File: config.mk
export PLATFORM = sky130hd
export DESIGN_NAME = apb_master_ctrl_flat
export DESIGN_NICKNAME = d
export VERILOG_FILES = /design/src/rtl/apb_master_ctrl_if.sv /design/src/rtl/apb_master_ctrl.sv /design/src/flat_wrapper.sv
export SDC_FILE = /design/constraint.sdc
export NUM_CORES = 1
export LEC_CHECK = 0
export CORE_MARGIN = 3
export CORE_UTILIZATION = 41
export CTS_BUF_LIST = sky130_fd_sc_hd__clkbuf_8 sky130_fd_sc_hd__clkbuf_16
export CTS_CLUSTER_DIAMETER = 80
export DETAILED_ROUTE_END_ITERATION = 16
export GPL_TIMING_DRIVEN = 0
export PLACE_DENSITY_LB_ADDON = 0.2
export SKIP_CTS_REPAIR_TIMING = 1
export SYNTH_ARGS = -nofsm -noshare
export SYNTH_HDL_FRONTEND = slang
export SYNTH_SLANG_ARGS = --single-unit
File: constraint.sdc
create_clock -name Hclk -period 1.8 [get_ports Hclk]
set_clock_uncertainty 0.1 [all_clocks]
set_input_delay 0.36 -clock Hclk [delete_from_list [all_inputs] [get_ports Hclk]]
set_output_delay 0.36 -clock Hclk [all_outputs]
set_load 0.05 [all_outputs]
File: src/rtl/apb_master_ctrl_if.sv
// apb_master_ctrl_if
//   Bundles the AHB-side handshake and the APB-side bus signals of the
//   AHB-to-APB bridge controller.
//   AHB side : valid, Hwrite, Haddr, Hwdata, tempselx -> controller
//              Hreadyout, Hresp, Hrdata             <- controller
//   APB side : Prdata, Pready, Pslverr              -> controller
//              Pselx, Penable, Pwrite, Paddr, Pwdata <- controller
//   modport master : the controller's view
//   modport slave  : the environment's view (AHB master + APB slaves)
interface apb_master_ctrl_if #(
    parameter int ADDR_W = 32,
    parameter int DATA_W = 32,
    parameter int NSLV   = 3
);
    logic              valid;
    logic              Hwrite;
    logic [ADDR_W-1:0] Haddr;
    logic [DATA_W-1:0] Hwdata;
    logic [NSLV-1:0]   tempselx;
    logic [DATA_W-1:0] Prdata;
    logic              Pready;
    logic              Pslverr;
    logic              Hreadyout;
    logic              Hresp;
    logic [DATA_W-1:0] Hrdata;
    logic [NSLV-1:0]   Pselx;
    logic              Penable;
    logic              Pwrite;
    logic [ADDR_W-1:0] Paddr;
    logic [DATA_W-1:0] Pwdata;

    modport master (
        input  valid, Hwrite, Haddr, Hwdata, tempselx, Prdata, Pready, Pslverr,
        output Hreadyout, Hresp, Hrdata, Pselx, Penable, Pwrite, Paddr, Pwdata
    );

    modport slave (
        output valid, Hwrite, Haddr, Hwdata, tempselx, Prdata, Pready, Pslverr,
        input  Hreadyout, Hresp, Hrdata, Pselx, Penable, Pwrite, Paddr, Pwdata
    );
endinterface

File: src/rtl/apb_master_ctrl.sv
// apb_master_ctrl
//   AHB-to-APB bridge controller. Accepts one AHB transfer at a time, runs
//   the APB SETUP/ACCESS sequence towards the selected slave and returns the
//   result (read data or a two-cycle AHB ERROR response).
//   Ports:
//     Hclk    : sole clock, rising edge
//     Hresetn : asynchronous active-low reset
//     bus     : apb_master_ctrl_if.master (AHB handshake + APB bus)
//   Every output is either a flop or a decode of the state register and
//   latched fields, so there is no input-to-output combinational path.
module apb_master_ctrl #(
    parameter int ADDR_W  = 32,
    parameter int DATA_W  = 32,
    parameter int NSLV    = 3,
    parameter int TIMEOUT = 16
) (
    input  logic                Hclk,
    input  logic                Hresetn,
    apb_master_ctrl_if.master   bus
);

    localparam int               CNT_W  = (TIMEOUT < 2) ? 1 : $clog2(TIMEOUT + 1);
    localparam logic [CNT_W:0]   TO_LIM = (CNT_W + 1)'(TIMEOUT);
    localparam logic             TO_EN  = (TIMEOUT > 0) ? 1'b1 : 1'b0;

    typedef enum logic [2:0] {
        ST_IDLE   = 3'd0,
        ST_WWAIT  = 3'd1,
        ST_SETUP  = 3'd2,
        ST_ACCESS = 3'd3,
        ST_ERR    = 3'd4
    } state_t;

    state_t              state_r;
    state_t              state_s;
    logic [NSLV-1:0]     sel_r;
    logic [ADDR_W-1:0]   paddr_r;
    logic [DATA_W-1:0]   pwdata_r;
    logic [DATA_W-1:0]   hrdata_r;
    logic                pwrite_r;
    logic                err_pend_r;
    logic [CNT_W-1:0]    cnt_r;
    logic [CNT_W:0]      cnt_inc_s;
    logic                to_hit_s;
    logic                sel_ok_s;

    // A decode with more than one bit set is treated like an unmapped address
    // so that Pselx can never be multi-hot.
    assign sel_ok_s  = (bus.tempselx != {NSLV{1'b0}}) &&
                       ((bus.tempselx & (bus.tempselx - NSLV'(1))) == {NSLV{1'b0}});
    assign cnt_inc_s = {1'b0, cnt_r} + (CNT_W + 1)'(1);
    assign to_hit_s  = TO_EN && (cnt_inc_s == TO_LIM);

    // State register.
    always_ff @(posedge Hclk or negedge Hresetn) begin
        if (!Hresetn) begin
            state_r <= ST_IDLE;
        end else begin
            state_r <= state_s;
        end
    end

    // Next-state decode.
    always_comb begin
        state_s = state_r;
        case (state_r)
            ST_IDLE: begin
                if (bus.valid) begin
                    if (bus.Hwrite) begin
                        state_s = ST_WWAIT;
                    end else if (sel_ok_s) begin
                        state_s = ST_SETUP;
                    end else begin
                        state_s = ST_ERR;
                    end
                end else begin
                    state_s = ST_IDLE;
                end
            end
            ST_WWAIT: begin
                if (sel_r == {NSLV{1'b0}}) begin
                    state_s = ST_ERR;
                end else begin
                    state_s = ST_SETUP;
                end
            end
            ST_SETUP: begin
                state_s = ST_ACCESS;
            end
            ST_ACCESS: begin
                // Pslverr only qualifies a cycle where Pready is high.
                if (bus.Pready) begin
                    if (bus.Pslverr) begin
                        state_s = ST_ERR;
                    end else begin
                        state_s = ST_IDLE;
                    end
                end else if (to_hit_s) begin
                    state_s = ST_ERR;
                end else begin
                    state_s = ST_ACCESS;
                end
            end
            ST_ERR: begin
                state_s = ST_IDLE;
            end
            default: begin
                state_s = ST_IDLE;
            end
        endcase
    end

    // Address/control/data latches, wait counter and error-tail flag.
    always_ff @(posedge Hclk or negedge Hresetn) begin
        if (!Hresetn) begin
            sel_r      <= {NSLV{1'b0}};
            paddr_r    <= {ADDR_W{1'b0}};
            pwdata_r   <= {DATA_W{1'b0}};
            hrdata_r   <= {DATA_W{1'b0}};
            pwrite_r   <= 1'b0;
            err_pend_r <= 1'b0;
            cnt_r      <= {CNT_W{1'b0}};
        end else begin
            // Second cycle of the AHB error response is the IDLE after ERR.
            err_pend_r <= (state_r == ST_ERR);
            if ((state_r == ST_IDLE) && bus.valid) begin
                paddr_r  <= bus.Haddr;
                pwrite_r <= bus.Hwrite;
                sel_r    <= sel_ok_s ? bus.tempselx : {NSLV{1'b0}};
            end
            if (state_r == ST_WWAIT) begin
                pwdata_r <= bus.Hwdata;
            end
            if ((state_r == ST_ACCESS) && bus.Pready && !bus.Pslverr && !pwrite_r) begin
                hrdata_r <= bus.Prdata;
            end
            if (state_r == ST_SETUP) begin
                cnt_r <= {CNT_W{1'b0}};
            end else if ((state_r == ST_ACCESS) && !bus.Pready) begin
                cnt_r <= cnt_inc_s[CNT_W-1:0];
            end
        end
    end

    assign bus.Pselx     = ((state_r == ST_SETUP) || (state_r == ST_ACCESS)) ? sel_r : {NSLV{1'b0}};
    assign bus.Penable   = (state_r == ST_ACCESS);
    assign bus.Hreadyout = (state_r == ST_IDLE);
    assign bus.Hresp     = (state_r == ST_ERR) || ((state_r == ST_IDLE) && err_pend_r);
    assign bus.Hrdata    = hrdata_r;
    assign bus.Pwrite    = pwrite_r;
    assign bus.Paddr     = paddr_r;
    assign bus.Pwdata    = pwdata_r;

endmodule

File: src/flat_wrapper.sv
// flat-port wrapper written by rule: the top's interface ports become plain ports
module apb_master_ctrl_flat 
#(
    parameter int ADDR_W  = 32,
    parameter int DATA_W  = 32,
    parameter int NSLV    = 3,
    parameter int TIMEOUT = 16
)
  (Hclk, Hresetn, bus_valid, bus_Hwrite, bus_Haddr, bus_Hwdata, bus_tempselx, bus_Prdata, bus_Pready, bus_Pslverr, bus_Hreadyout, bus_Hresp, bus_Hrdata, bus_Pselx, bus_Penable, bus_Pwrite, bus_Paddr, bus_Pwdata);
  apb_master_ctrl_if #(.ADDR_W(ADDR_W), .DATA_W(DATA_W), .NSLV(NSLV)) bus_i ();
  input  logic Hclk;
  input  logic Hresetn;
  input wire logic [$bits(bus_i.valid)-1:0] bus_valid;
  input wire logic [$bits(bus_i.Hwrite)-1:0] bus_Hwrite;
  input wire logic [$bits(bus_i.Haddr)-1:0] bus_Haddr;
  input wire logic [$bits(bus_i.Hwdata)-1:0] bus_Hwdata;
  input wire logic [$bits(bus_i.tempselx)-1:0] bus_tempselx;
  input wire logic [$bits(bus_i.Prdata)-1:0] bus_Prdata;
  input wire logic [$bits(bus_i.Pready)-1:0] bus_Pready;
  input wire logic [$bits(bus_i.Pslverr)-1:0] bus_Pslverr;
  output wire logic [$bits(bus_i.Hreadyout)-1:0] bus_Hreadyout;
  output wire logic [$bits(bus_i.Hresp)-1:0] bus_Hresp;
  output wire logic [$bits(bus_i.Hrdata)-1:0] bus_Hrdata;
  output wire logic [$bits(bus_i.Pselx)-1:0] bus_Pselx;
  output wire logic [$bits(bus_i.Penable)-1:0] bus_Penable;
  output wire logic [$bits(bus_i.Pwrite)-1:0] bus_Pwrite;
  output wire logic [$bits(bus_i.Paddr)-1:0] bus_Paddr;
  output wire logic [$bits(bus_i.Pwdata)-1:0] bus_Pwdata;
  assign bus_i.valid = bus_valid;
  assign bus_i.Hwrite = bus_Hwrite;
  assign bus_i.Haddr = bus_Haddr;
  assign bus_i.Hwdata = bus_Hwdata;
  assign bus_i.tempselx = bus_tempselx;
  assign bus_i.Prdata = bus_Prdata;
  assign bus_i.Pready = bus_Pready;
  assign bus_i.Pslverr = bus_Pslverr;
  assign bus_Hreadyout = bus_i.Hreadyout;
  assign bus_Hresp = bus_i.Hresp;
  assign bus_Hrdata = bus_i.Hrdata;
  assign bus_Pselx = bus_i.Pselx;
  assign bus_Penable = bus_i.Penable;
  assign bus_Pwrite = bus_i.Pwrite;
  assign bus_Paddr = bus_i.Paddr;
  assign bus_Pwdata = bus_i.Pwdata;
  apb_master_ctrl #(.ADDR_W(ADDR_W), .DATA_W(DATA_W), .NSLV(NSLV), .TIMEOUT(TIMEOUT)) u_core (.Hclk(Hclk), .Hresetn(Hresetn), .bus(bus_i));
endmodule
==> flow_metrics.tcl <==
set metrics [dict create \
    routed_wl_um 11200 \
    drive_gt1_share_pct 21.7 \
    criticalPathCategory "reg2out" \
    crit_fanout 6 \
    synth_ff_type "dfrtp_1" \
    power_switching_mw 6.56 \
    synth.top_cells.by_area "dfrtp_1 62%, mux2_2 15%, nand2_1 8.9%" \
    end_kind "primary output" \
    synth_nets 449 \
    cts_tree "built" \
    ir_drop_mv 1.03 \
    fmax_mhz 524 \
    min_period_ns 1.91 \
    rsz0062_at_grt "yes" \
    synth_top_area_share_pct 62.4 \
    cap_viol_max_count 0 \
    placementRows 37 \
    core_um2 10300 \
    hpwl_um 8400 \
    run_status "finished, violations left" \
    synth_top_area_cell "dfrtp_1" \
    min_path_type "reg2reg" \
    clk_pin_slew_ns 0.09 \
    areaGrowthSynthToFinish_pct 64.3 \
    h-tree-depth 3 \
    detail-route-antenna-nets 0 \
    powerDensity_nw_per_um2 1900 \
    die-area_um2 11900 \
    cts_buffers 9 \
    grt_max_degree 57 \
    internal_power_mw 7.10 \
    root_buffer "clkbuf_8" \
    start_kind "register" \
    switching_share_pct 48.0 \
    avgSynthCellArea_um2 12.7 \
    gp_congestion 0.774 \
    drt_pre_antenna_iters 4 \
    viasPerCell 4.64 \
    total_power_mw 13.7 \
    violations "negative setup slack" \
    hold_viol 0 \
    seq_area_frac_synth_pct 62.4 \
    finalSetupViolations 5 \
    finalSetupTns_ns -0.515 \
    p_leak_nw 4.36 \
    drt_iter0_drc 87 \
    grtUsageTotal_pct 18.1 \
    insertion_delay_ns 0.36 \
    cts.sinks 109 \
    async_reset_ff_share_pct 100 \
    antenna_found_initial 0 \
    tightest_slew_ns 0.705 \
    nNetsFinal 676 \
    ys_ff_latch 109 \
    initial_utilization_pct 42.3 \
    holdWs_ns 0.377 \
    die_w_um 109 \
    syn_area_um2 4370 \
    portBuffers 207 \
    clk_path_buf_depth 2 \
    vias 3298 \
    relSlewSlack_pct 53.0 \
    slew_violations 0 \
    antennaDiodeCount 0 \
    layout_setup_ws_ns -0.108 \
    synth_edf_count 0 \
    pwr-share-clk_pct 9.9 \
    grt_pass1_vias 3403 \
    post_drt_wl_per_cell_um 15.8 \
    drc_errors 0 \
    fin_crit_sh_pct 106 \
    ys_warn_count 0 \
    grt_pass1_wl_um 16600 \
    critical_path_arrival_ns 1.45 \
    fill_cells 733 \
    die_h_um 109 \
    syn_inst 343 \
    p_seq_share_pct 29.9 \
    required_ns 1.34 \
    num_io_pins 208 \
    comb_power_share_pct 60.2 \
    synth.distinct_cells 34 \
    grt-ovfl-total 0 \
]
## power by group through the flow
| stage | sequential, mW | clock (mW) | combinational, mW |
|---|---|---|---|
| after floorplan | 7.57 | 0 | 1.94 |
| after global routing | 4.24 | 1.51 | 8.61 |
| final | 4.09 | 1.35 | 8.22 |
| after CTS | 4.13 | 1.41 | 8.25 |
| after detailed placement | 4.19 | 0 | 8.23 |
| after global placement | 4.10 | 0 | 8.13 |
## state kept, by name, indices dropped and copies added (netlist names)
name / count
u_core.sel_r: 3
u_core.cnt_r: 5
u_core.bus.Pwrite: 1
u_core.bus.Hrdata: 32
u_core.bus.Paddr: 32
u_core.bus.Pwdata: 32
u_core.err_pend_r: 1
u_core.state_r: 3
## worst max-delay path, stage by stage (launching register included)
cell     delay (ns)
dfrtp_1        0.38
buf_6          0.13
and2b_4        0.29
and2_4         0.15
buf_8          0.14
## layer usage
| layer | vias up | routed length [µm] | track usage [%] |
|---|---|---|---|
| li1 | 1583 | - | - |
| met5 | - | 0 | 0 |
| met1 | 1589 | 4310 | 20.8 |
| met2 | 117 | 5830 | 32.1 |
| met3 | 9 | 969 | 5.33 |
| met4 | 0 | 116 | 6.41 |
## final timing paths
check | cells past startpoint | slack, ns | end | start
min reg2reg | 2 | 0.38 | u_core.bus.Paddr[0] | u_core.bus.Paddr[0]
max reg2reg | 6 | 0.08 | u_core.bus.Paddr[3] | u_core.state_r[2]
min | 2 | 0.38 | u_core.bus.Paddr[0] | u_core.bus.Paddr[0]
max in group asynchronous | 3 | 0.35 | u_core.bus.Hrdata[10] | Hresetn
min in group asynchronous | 2 | 0.52 | u_core.bus.Pwdata[21] | Hresetn
max | 4 | -0.11 | bus_Pselx[1] | u_core.state_r[2]
## cell usage after synthesis (3+ instances only)
cell type    n
dfrtp_1    109
nand2_1    104
mux2_2      60
buf_6       10
nor2_1       9
buf_4        5
and2_1       4
mux2_1       4
o21ai_0      4
nor3_1       3
xor2_1       3
## cells in the final DEF, fill, tap and decap left out, types with 3 or more instances in the layout
cell	netlist	final
dfrtp_1	109	107
nand2_1	104	103
clkdlybuf4s50_1	0	103
dlymetal6s2s_1	0	97
mux2_2	60	60
buf_4	5	13
buf_6	10	11
clkbuf_8	0	11
nor2_1	9	9
o21ai_0	4	4
mux2_1	4	4
buf_8	0	4
nor3b_2	2	3
and2_4	0	3
xor2_1	3	3
clkinv_2	0	3
## logic make-up (layout without fill, tap and decap cells)
family / after synthesis / after routing / synth area share (%)
and+or+nand+nor: 135 / 135 / 14.2
DFF: 109 / 109 / 62.4
muxes: 65 / 65 / 16.7
buffers and inverters: 16 / 248 / 3.52
AOI/OAI and AO/OA: 12 / 12 / 1.80
xor gates and xnor gates: 5 / 5 / 1.00
adders and majority gates: 1 / 1 / 0.286
## area by class of cell
type	instances	area, µm²	area share (%)
flip-flops and latches	109	2730	38.0
clock inverters	5	26.3	0.366
multi-input cells	218	1530	21.2
inverters	1	3.75	0.0523
repair buffers	216	2420	33.7
plain buffers	15	150	2.09
clock buffers	11	151	2.11
well taps	136	170	2.37
## stage by stage
stage / util, % / setup WS, ns / instance area [µm²] / instances
after detailed placement: 64.5 / -0.450 / 6660 / 687
after global routing: 69.5 / -0.187 / 7180 / 711
after global placement: 64.2 / -3.82 / 6630 / 686
after floorplan: - / 0.0524 / 4390 / 343
after CTS: 66.2 / -0.858 / 6830 / 703
final: 69.5 / -0.108 / 7180 / 711
No activity file was read; power rests on OpenSTA's default activity.
